==> config.mk <==
export PLATFORM = sky130hd
export DESIGN_NAME = regfile_dump
export DESIGN_NICKNAME = d
export VERILOG_FILES = /design/src/rtl/regfile_dump_pkg.sv /design/src/rtl/regfile_dump_out.sv /design/src/rtl/regfile_dump.sv
export SDC_FILE = /design/constraint.sdc
export NUM_CORES = 1
export LEC_CHECK = 0
export ABC_AREA = 1
export BUFFER_PORTS_ARGS = -buffer_cell sky130_fd_sc_hd__buf_2
export CAP_MARGIN = 20
export CORE_ASPECT_RATIO = 1.2
export CORE_UTILIZATION = 47
export CTS_CLUSTER_SIZE = 12
export DETAILED_ROUTE_END_ITERATION = 7
export PLACE_DENSITY = 0.81
export SLEW_MARGIN = 20
export SYNTH_ARGS = -nofsm -noshare
export SYNTH_HDL_FRONTEND = slang
export SYNTH_SLANG_ARGS = --single-unit
export TNS_END_PERCENT = 5
==> constraint.sdc <==
create_clock -name clk -period 1.3 [get_ports clk]
set_input_delay 0.13 -clock clk [delete_from_list [all_inputs] [get_ports clk]]
set_output_delay 0.13 -clock clk [all_outputs]
set_load 0.05 [all_outputs]
==> src/rtl/regfile_dump_pkg.sv <==
// Shared types for the register-file dump reader.
package regfile_dump_pkg;

    typedef enum logic [1:0] {
        IDLE    = 2'd0,
        CAPTURE = 2'd1,
        SEND    = 2'd2,
        DONE    = 2'd3
    } state_t;

endpackage

==> src/rtl/regfile_dump_out.sv <==
// Output beat register slice: loads a captured {addr, data, last} beat and
// holds it stable until the consumer accepts it.
module regfile_dump_out #(
    parameter int ADDRESS_WIDTH = 5,
    parameter int DATA_WIDTH    = 32
) (
    input  logic                     clk,
    input  logic                     rst_n,
    input  logic                     load,
    input  logic                     clear,
    input  logic [ADDRESS_WIDTH-1:0] addr_in,
    input  logic [DATA_WIDTH-1:0]    data_in,
    input  logic                     last_in,
    output logic                     out_valid,
    output logic [ADDRESS_WIDTH-1:0] out_addr,
    output logic [DATA_WIDTH-1:0]    out_data,
    output logic                     out_last
);

    logic                     valid_d, valid_q;
    logic [ADDRESS_WIDTH-1:0] addr_d, addr_q;
    logic [DATA_WIDTH-1:0]    data_d, data_q;
    logic                     last_d, last_q;

    always_comb begin
        // NOTE: every combinational output gets a hold default first so no latch is inferred.
        valid_d = valid_q;
        addr_d  = addr_q;
        data_d  = data_q;
        last_d  = last_q;
        if (load) begin
            valid_d = 1'b1;
            addr_d  = addr_in;
            data_d  = data_in;
            last_d  = last_in;
        end else if (clear) begin
            valid_d = 1'b0;
        end
    end

    // NOTE: state registers use non-blocking assignments so every flop samples pre-edge values.
    always_ff @(posedge clk or negedge rst_n) begin
        if (!rst_n) begin
            valid_q <= 1'b0;
            addr_q  <= '0;
            data_q  <= '0;
            last_q  <= 1'b0;
        end else begin
            valid_q <= valid_d;
            addr_q  <= addr_d;
            data_q  <= data_d;
            last_q  <= last_d;
        end
    end

    assign out_valid = valid_q;
    assign out_addr  = addr_q;
    assign out_data  = data_q;
    assign out_last  = last_q;

endmodule

==> src/rtl/regfile_dump.sv <==
// Debug reader: walks an address range through one register-file read port
// and streams {address, data} beats on a valid/ready interface.
module regfile_dump
    import regfile_dump_pkg::*;
#(
    parameter int ADDRESS_WIDTH = 5,
    parameter int DATA_WIDTH    = 32
) (
    input  logic                     clk,
    input  logic                     rst_n,
    input  logic                     start,
    input  logic [ADDRESS_WIDTH-1:0] first_addr,
    input  logic [ADDRESS_WIDTH-1:0] last_addr,
    output logic [ADDRESS_WIDTH-1:0] rf_addr,
    input  logic [DATA_WIDTH-1:0]    rf_data,
    output logic                     out_valid,
    input  logic                     out_ready,
    output logic [ADDRESS_WIDTH-1:0] out_addr,
    output logic [DATA_WIDTH-1:0]    out_data,
    output logic                     out_last,
    output logic                     busy,
    output logic                     done
);

    state_t                   state_d, state_q;
    logic [ADDRESS_WIDTH-1:0] rf_addr_d, rf_addr_q;
    logic [ADDRESS_WIDTH-1:0] last_d, last_q;
    logic                     busy_d, busy_q;
    logic                     done_d, done_q;
    logic                     handshake;
    logic                     load_beat;

    assign handshake = (state_q == SEND) && out_valid && out_ready;
    assign load_beat = (state_q == CAPTURE);

    always_comb begin
        state_d   = state_q;
        rf_addr_d = rf_addr_q;
        last_d    = last_q;
        unique case (state_q)
            IDLE: begin
                if (start) begin
                    rf_addr_d = first_addr;
                    last_d    = last_addr;
                    state_d   = CAPTURE;
                end
            end
            CAPTURE: state_d = SEND;
            SEND: begin
                if (handshake) begin
                    if (out_last) begin
                        state_d = DONE;
                    end else begin
                        // Natural wrap of the counter gives modulo ranges such as 30..1.
                        rf_addr_d = rf_addr_q + ADDRESS_WIDTH'(1);
                        state_d   = CAPTURE;
                    end
                end
            end
            DONE: state_d = IDLE;
            default: state_d = IDLE;
        endcase
        busy_d = (state_d != IDLE);
        done_d = (state_d == DONE);
    end

    always_ff @(posedge clk or negedge rst_n) begin
        if (!rst_n) begin
            state_q   <= IDLE;
            rf_addr_q <= '0;
            last_q    <= '0;
            busy_q    <= 1'b0;
            done_q    <= 1'b0;
        end else begin
            state_q   <= state_d;
            rf_addr_q <= rf_addr_d;
            last_q    <= last_d;
            busy_q    <= busy_d;
            done_q    <= done_d;
        end
    end

    regfile_dump_out #(
        .ADDRESS_WIDTH (ADDRESS_WIDTH),
        .DATA_WIDTH    (DATA_WIDTH)
    ) u_out (
        .clk       (clk),
        .rst_n     (rst_n),
        .load      (load_beat),
        .clear     (handshake),
        .addr_in   (rf_addr_q),
        .data_in   (rf_data),
        .last_in   (rf_addr_q == last_q),
        .out_valid (out_valid),
        .out_addr  (out_addr),
        .out_data  (out_data),
        .out_last  (out_last)
    );

    assign rf_addr = rf_addr_q;
    assign busy    = busy_q;
    assign done    = done_q;

endmodule

# Word-level counts from Yosys, hierarchy flattened
# Index checks and enable logic that the tools add are counted.
# word_totals
reg_bits	53
word_cells	36
output_inout_bits	46
input_bits	46
# classes
add_sub_neg	1
muxes	10
n_eq_ne	8
reduce_logical	8
# op_table
cell	count
2-to-1 mux 5 bit	3
one-hot mux 5 bit (2 select lines)	1
one-hot mux 2 bit (4 select lines)	1
equality test 2 bit (second input constant)	3
2-to-1 mux 2 bit	3
!= test 2 bit (second input constant)	3
nonzero test 2 bit	3
adder 5 x 1 -> 5 bit (second input constant)	1
equality test 5 bit	1
AND reduction 4 bit	1
equality test 2 x 1 -> 1 bit (second input constant)	1
logical AND 1 bit	2
logical NOT 2 bit	1
2-to-1 mux 1 bit	2
AND reduction 2 bit	1

# Longest topological paths before layout
# Gate-level depths: netlist (run 1).
# logic_depth
ltp_word	6
depth_mapped	7
depth_no_buf	7

# By module
# From an unflattened synthesis (run 1), not the netlist that was laid out.
# unflattened
cells_unflattened	266
hier_area_um2	2257.2
# by_module_without_submodules
module	n_inst	cells_each	area_each_um2	seq_area_each_um2
regfile_dump_out	1	165	1482.7	975.9
regfile_dump	1	101	774.5	350.3

# Worst setup path after synthesis (run 1)
# No wires, ideal clock.
# synth_timing
kind	register to register
startpoint	reg rf_addr_q[0] (netlist: rf_addr[0])
endpoint	reg rf_addr_q[4] (netlist: rf_addr[4])
path_slack_ps	-98
period_less_slack_ps	1398
t_required_ps	1181
stages_incl_launch_ff	7
arrival_time_ps	1279
cell_sequence	dfrtp_1 > ha_1 > nand4_1 > nand3_1 > nand2_1 > nand2_1 > nand2_1
# synth_between
elab_chain_cells	4
# synth_lines
item	line_no	source
start, declared	regfile_dump.sv:26	logic [ADDRESS_WIDTH-1:0] rf_addr_d, rf_addr_q;
start signal, assigned	regfile_dump.sv:76	rf_addr_q <= rf_addr_d;
adder 5 x 1 -> 5 bit	regfile_dump.sv:55	rf_addr_d = rf_addr_q + ADDRESS_WIDTH'(1);
2-to-1 mux 5 bit	regfile_dump.sv:51	if (out_last) begin
2-to-1 mux 5 bit	regfile_dump.sv:50	if (handshake) begin
one-hot mux 5 bit (2 select lines)	regfile_dump.sv:40	unique case (state_q)
# No other way between the ends. The select of a mux whose other input is x is not followed.
# A chain may end at the register's enable or synchronous reset.

# Final worst setup path (run 1)
# layout_timing
startpoint	reg state_q[1]
endpoint	reg u_out.data_q[11] (netlist: u_out.out_data[11])
# layout_between
elab_chain_cells	1
# layout_lines
item	line_no	source
start, declared	regfile_dump.sv:25	state_t state_d, state_q;
start signal, assigned	regfile_dump.sv:75	state_q <= state_d;
equality test 2 x 1 -> 1 bit	regfile_dump.sv:34	assign load_beat = (state_q == CAPTURE);
end signal, assigned	regfile_dump_out.sv:51	data_q <= data_d;
end, declared	regfile_dump_out.sv:22	logic [DATA_WIDTH-1:0] data_d, data_q;
# No other way between the ends.

==> results.cfg, run 1 <==
[outcome]
status = completed

[floorplanning]
io_pins = 92
core.rowCount = 27
start_util_pct = 48.8
coreArea_sq_um = 4560
die_area_sq_um = 5010
die_h_um = 77.4
fp.dieW_um = 64.8

[clock_tree]
cts_buffer_depth = 2
cts_setup_buffers = 0
cts_made_buffers = 5
cts_tree = built
clkSinkCount = 53
htreeDepth = 2
clock-root-buffer = clkbuf_8
path_clk_slew_ns = 0.09
clk_latency_ns = 0.30

[global_routing]
antenna_found_initial = 0
grt_max_degree = 54
grt_pass1_wl_mm = 7.76
grt_pass1_vias = 1825
track_usage_pct = 19.8
grt_overflow = 0

[setup_path]
crit_path_max_incr_delay_ns = 0.47
arrival_ns = 1.48
critPathKind = reg2reg
worstPathMaxFanout = 29
path_cells = nor2_4 > buf_4 > nand2_1 > nand2_1
cp_slowest_cell = dfrtp_1
startpoint_type = flop
worstPathRequired_ns = 1.53
crit_path_end_kind = flop
crit_path_frequent_cell = nand2_1

[cells_and_area]
drive_above_1_share_pct = 32.9
fillers = 427
n_antenna_cell = 0
mostFrequentLayoutCell = nand2_1
fin_cells = 414
fin_area_sq_um = 2870
synthToLayoutAreaGrowth_pct = 29.0
nNetsFinal = 402
layout_common_cells = 137 x nand2_1, 91 x buf_2, 51 x dfrtp_1, 12 x inv_1, 10 x nand3_1

[yosys]
avgSynthCellArea_sq_um = 8.62
async_flop_share_pct = 100
synthDistinctLibCells = 21
synth_area_sq_um = 2220
synth.largest_area_cell = dfrtp_1
synth_compound_area_share_pct = 3.77
synthesis.nets = 305
ys_top_cells_by_area = dfrtp_1 60%, nand2_1 23%, nand3_1 2.2%
synth_flop_cell = dfrtp_1
ys_warn_count = 0
syn_inst = 258
synth.area.mux_share_pct = 0
synth_fa_ha_area_share_pct = 0.562
ys_seq_area_share_pct = 59.6
synthSimpleGateAreaFrac_pct = 30.7
synth_seq_cells = 53
synth_top_cell_area_share_pct = 59.6
synth_top_family_by_area = simple AND/OR/NAND/NOR gates
synth-edff-count = 0
synthXorXnorAreaFrac_pct = 0.394

[detailed_routing]
detail-route-antenna-nets = 0
drt_iter0_markers = 102
dr.pass1.iters = 4
routed_wl_mm = 4.77
vias = 1946
routedWlPerCell_um = 11.5
drc_errors = 0
viasPerCell = 4.70

[sta]
finalClockSkew_ns = 0.00609
finalHoldViolCount = 0
fin_crit_ns = 1.24
setup_violations = 0
drv_slew = 0
relSlewSlack_pct = 80.7
worstMarginPinSlew_ns = 0.289
post-route-period-util_pct = 95.7
timing.fmax_mhz = 803

[min_path]
holdCritPathClass = in2reg

[placement]
finalWeightedCongestion = 0.824
post-dp-hpwl_mm = 3.47
io_buffer_count = 91
placed_area_sq_um = 2770
dp_cells = 405

[run]
drv_cap = 0
## worst paths after layout
| check | end | startpoint | slack [ns] | cells past startpoint |
|---|---|---|---|---|
| max in group asynchronous | rf_addr[0]$_DFFE_PN0P_ | rst_n | 0.70 | 3 |
| worst min-delay path | u_out.out_data[14]$_DFFE_PN0P_ | rf_data[14] | 0.02 | 3 |
| worst max-delay path | u_out.out_data[11]$_DFFE_PN0P_ | state_q[1]$_DFF_PN0_ | 0.06 | 4 |
| worst max register to register | u_out.out_data[11]$_DFFE_PN0P_ | state_q[1]$_DFF_PN0_ | 0.06 | 4 |
| min in group asynchronous | u_out.out_data[19]$_DFFE_PN0P_ | rst_n | 0.35 | 3 |
| worst min register to register | u_out.out_data[25]$_DFFE_PN0P_ | u_out.out_data[25]$_DFFE_PN0P_ | 0.47 | 2 |
## flip-flops by register name, summed over array words and instances, names as in the netlist
register         cells
state_q              2
u_out.out_addr       5
u_out.out_last       1
u_out.out_data      32
u_out.out_valid      1
busy                 1
last_q               5
done                 1
rf_addr              5
## Yosys cell counts, types with 2 or more instances
cell / count
a21oi_1: 2
buf_2: 3
buf_4: 4
dfrtp_1: 53
inv_1: 12
nand2_1: 137
nand2_4: 3
nand3_1: 10
nand4_1: 3
nor2_1: 8
nor2_4: 2
o21ai_0: 8
o21ai_1: 5
## worst max-delay path, delay by kind of cell (launching register included)
kind                   cells  cell delay [ns]
buffers and inverters      1             0.32
and+or+nand+nor            3             0.38
DFF                        1             0.47
## cells by family after synthesis
kind of cell,after synthesis
simple gates,165
flops,53
fa+ha+maj,1
buf+inv,22
xor+xnor,1
compound gates,16
## metal layers
layer	up-vias	wire (um)	track usage (%)
met5	-	0	0
li1	987	-	-
met1	891	2020	23.0
met4	0	123	8.44
met3	10	194	3.09
met2	58	2430	35.3
## cell type report
cell class	count	area (sq um)	share of cell area, %
clock buffer	5	68.8	2.40
clock inverter	3	17.5	0.610
inverter	14	55.1	1.92
multi-input combinational	183	792	27.6
sequential	53	1330	46.3
tap	58	72.6	2.53
timing repair buffer	98	536	18.7
## per-stage QoR
step                      utilization [%]  hold slack [ns]  setup TNS (ns)  setup slack [ns]
final                                62.9           0.0230               0            0.0554
after global routing                 62.9           0.0136         -0.0117          -0.00874
after CTS                            62.8           0.0133               0            0.0568
after detailed placement             60.7            0.143               0            0.0904
after global placement               60.7            0.139               0             0.143
after floorplan                         -           -0.166               0            0.0166
## timing repair
action	in CTS	in global routing
hold buffers	1	0
resized for setup	0	1
endpoints found under the hold margin	53	0
endpoints found under the setup margin	0	3
Power of run 1 is not shown: default switching activity piles up to over one toggle a cycle in this logic, so the estimate is an artifact.
==> inputs of run 2 (changes only) <==
ABC_AREA = unset   (was 1)
PLACE_DENSITY = 0.82   (was 0.81)
==> results.cfg, run 2 <==
[placement]
finalWeightedCongestion = 0.872
io_buffer_count = 91
dp_cells = 376
placed_area_sq_um = 2800
post-dp-hpwl_mm = 3.43

[yosys]
synth_flop_cell = dfrtp_1
ys_top_cells_by_area = dfrtp_1 60%, nand2_1 18%, mux2_2 3.6%
synth-edff-count = 0
ys_warn_count = 0
async_flop_share_pct = 100
avgSynthCellArea_sq_um = 9.66
synth.largest_area_cell = dfrtp_1
synth_top_cell_area_share_pct = 60.0
synthDistinctLibCells = 30
synth.most_common_cell = nand2_1
synthesis.nets = 276
synthTopCellsByCount = 109 x nand2_1, 53 x dfrtp_1, 9 x buf_2
synth_area_sq_um = 2210
synth_seq_cells = 53
syn_inst = 229
ys_seq_area_share_pct = 60.0

[setup_path]
critPathKind = reg2reg
crit_buf_inv = 1
cp_slowest_cell = dfrtp_2
arrival_ns = 1.48
path_delay_family = flip-flops
crit_path_end_kind = flop
startpoint_type = flop
path_cells = nor3b_4 > buf_6 > mux2_2
crit_path_max_incr_delay_ns = 0.46
worstPathMaxFanout = 8
worstPathRequired_ns = 1.49

[min_path]
holdCritPathClass = in2reg

[global_routing]
antenna_found_initial = 0
grt_max_degree = 38
grt_pass1_vias = 1728
track_usage_pct = 20.1
grt_overflow = 0
grt_pass1_wl_mm = 7.72

[clock_tree]
clock-root-buffer = clkbuf_8
path_clk_slew_ns = 0.09
htreeDepth = 2
clk_latency_ns = 0.30
cts_buffer_depth = 2
cts_made_buffers = 5
clkSinkCount = 53
cts_tree = built

[sta]
setup_violations = 0
rsz0062_at_grt = true
drv_slew = 0
tns_ns = 0
finalHoldViolCount = 0
fin_crit_ns = 1.29
post-route-period-util_pct = 99.0
timing.fmax_mhz = 777
finalClockSkew_ns = 0.00635
worstMarginPinSlew_ns = 0.399
relSlewSlack_pct = 73.4

[detailed_routing]
drt_iter0_markers = 101
dr.pass1.iters = 4
vias = 1821
routed_wl_mm = 4.60
drc_errors = 0
viasPerCell = 4.72
detail-route-antenna-nets = 0
routedWlPerCell_um = 11.9

[cells_and_area]
synthToLayoutAreaGrowth_pct = 32.9
n_antenna_cell = 0
drive_above_1_share_pct = 39.7
multi_input_area_sq_um = 826
mostFrequentLayoutCell = nand2_1
seq_area_sq_um = 1330
fin_area_sq_um = 2940
nNetsFinal = 376
fin_cells = 386
largest_reg_flops = 32
layout_common_cells = 109 x nand2_1, 90 x buf_2, 48 x dfrtp_1, 10 x buf_4
fillers = 358
finish.utilization_pct = 67.0

[run]
drv_cap = 0

[floorplanning]
fp.dieW_um = 64.6
io_pins = 92
die_h_um = 77.2
core.rowCount = 26
start_util_pct = 50.4
coreArea_sq_um = 4390
die_area_sq_um = 4990

[outcome]
status = completed
## run 2: cell types whose count changed in the layout (fill, tap and decap cells not counted), moves of 3 or more
cell and change:
dfrtp_1 -3, buf_4 +6, nand2_4 -4, nand3_1 -4, o21ai_1 -5, nand2_1 -28
inv_1 -5, o21ai_0 -5, xnor2_1 +3, nor2_1 -6, dfrtp_2 +3, mux2_2 +7
## run 2: area by class of cell
cell class | count | area share [%]
inverters | 7 | 0.894
clock inverters | 2 | 0.511
well taps | 56 | 2.38
repair buffers | 105 | 20.3
multi-input cells | 157 | 28.1
clock buffers | 6 | 2.47
flip-flops and latches | 53 | 45.3
## run 2: timing repair
action	4_1_cts	5_1_grt
setup buffers	0	1
pin swaps	0	1
endpoints found under the setup margin	8	15
gates resized for setup	3	4
hold endpoints to repair	16	0
hold buffers	1	0
## run 2: cells by family after synthesis
kind of cell / count (synthesis) / share of synthesized area (%)
AND/OR/NAND/NOR: 128 / 24.2
flip-flops: 53 / 60.0
buffers and inverters: 19 / 4.07
AO/OA/AOI/OAI: 14 / 4.75
multiplexers: 9 / 4.47
XOR/XNOR: 5 / 1.98
adder cells (fa/ha/maj): 1 / 0.566
## run 2: worst reg2reg max path, delay by kind of cell, from the launching register on
kind	cells	cell delay, ns
multiplexers	1	0.33
flip-flops	1	0.46
AND/OR/NAND/NOR	1	0.23
buffers and inverters	1	0.16
## run 2: final timing paths
kind / from / end / slack [ns] / depth (start not counted)
max: state_q[1]$_DFF_PN0_ / last_q[0]$_DFFE_PN0P_ / 0.01 / 3
min: rf_data[24] / u_out.out_data[24]$_DFFE_PN0P_ / 0.008 / 3
max reg2reg: state_q[1]$_DFF_PN0_ / last_q[0]$_DFFE_PN0P_ / 0.01 / 3
min reg2reg: u_out.out_data[11]$_DFFE_PN0P_ / u_out.out_data[11]$_DFFE_PN0P_ / 0.47 / 2
max in group asynchronous: rst_n / rf_addr[0]$_DFFE_PN0P_ / 0.48 / 3
min in group asynchronous: rst_n / u_out.out_data[11]$_DFFE_PN0P_ / 0.28 / 2
## run 2: routing by layer
layer  part of all wire, %  wire (um)  vias up  global-route usage (%)
li1                      -          -      926                       -
met1                    44       2040      829                    25.2
met2                    50       2280       62                    34.6
met3                   5.2        238        4                    3.27
met4                  0.83         38        0                    6.89
met5                     0          0        -                       0
## run 2: per-stage QoR
step           setup WS (ns)  hold slack, ns
2_1_floorplan         -0.165          -0.166
3_3_place_gp          0.0105          0.0782
3_5_place_dp         -0.0179          0.0811
4_1_cts              0.00389         0.00105
5_1_grt              -0.0420         0.00629
6_report              0.0132         0.00776
Power of run 2 is left out for the same reason.
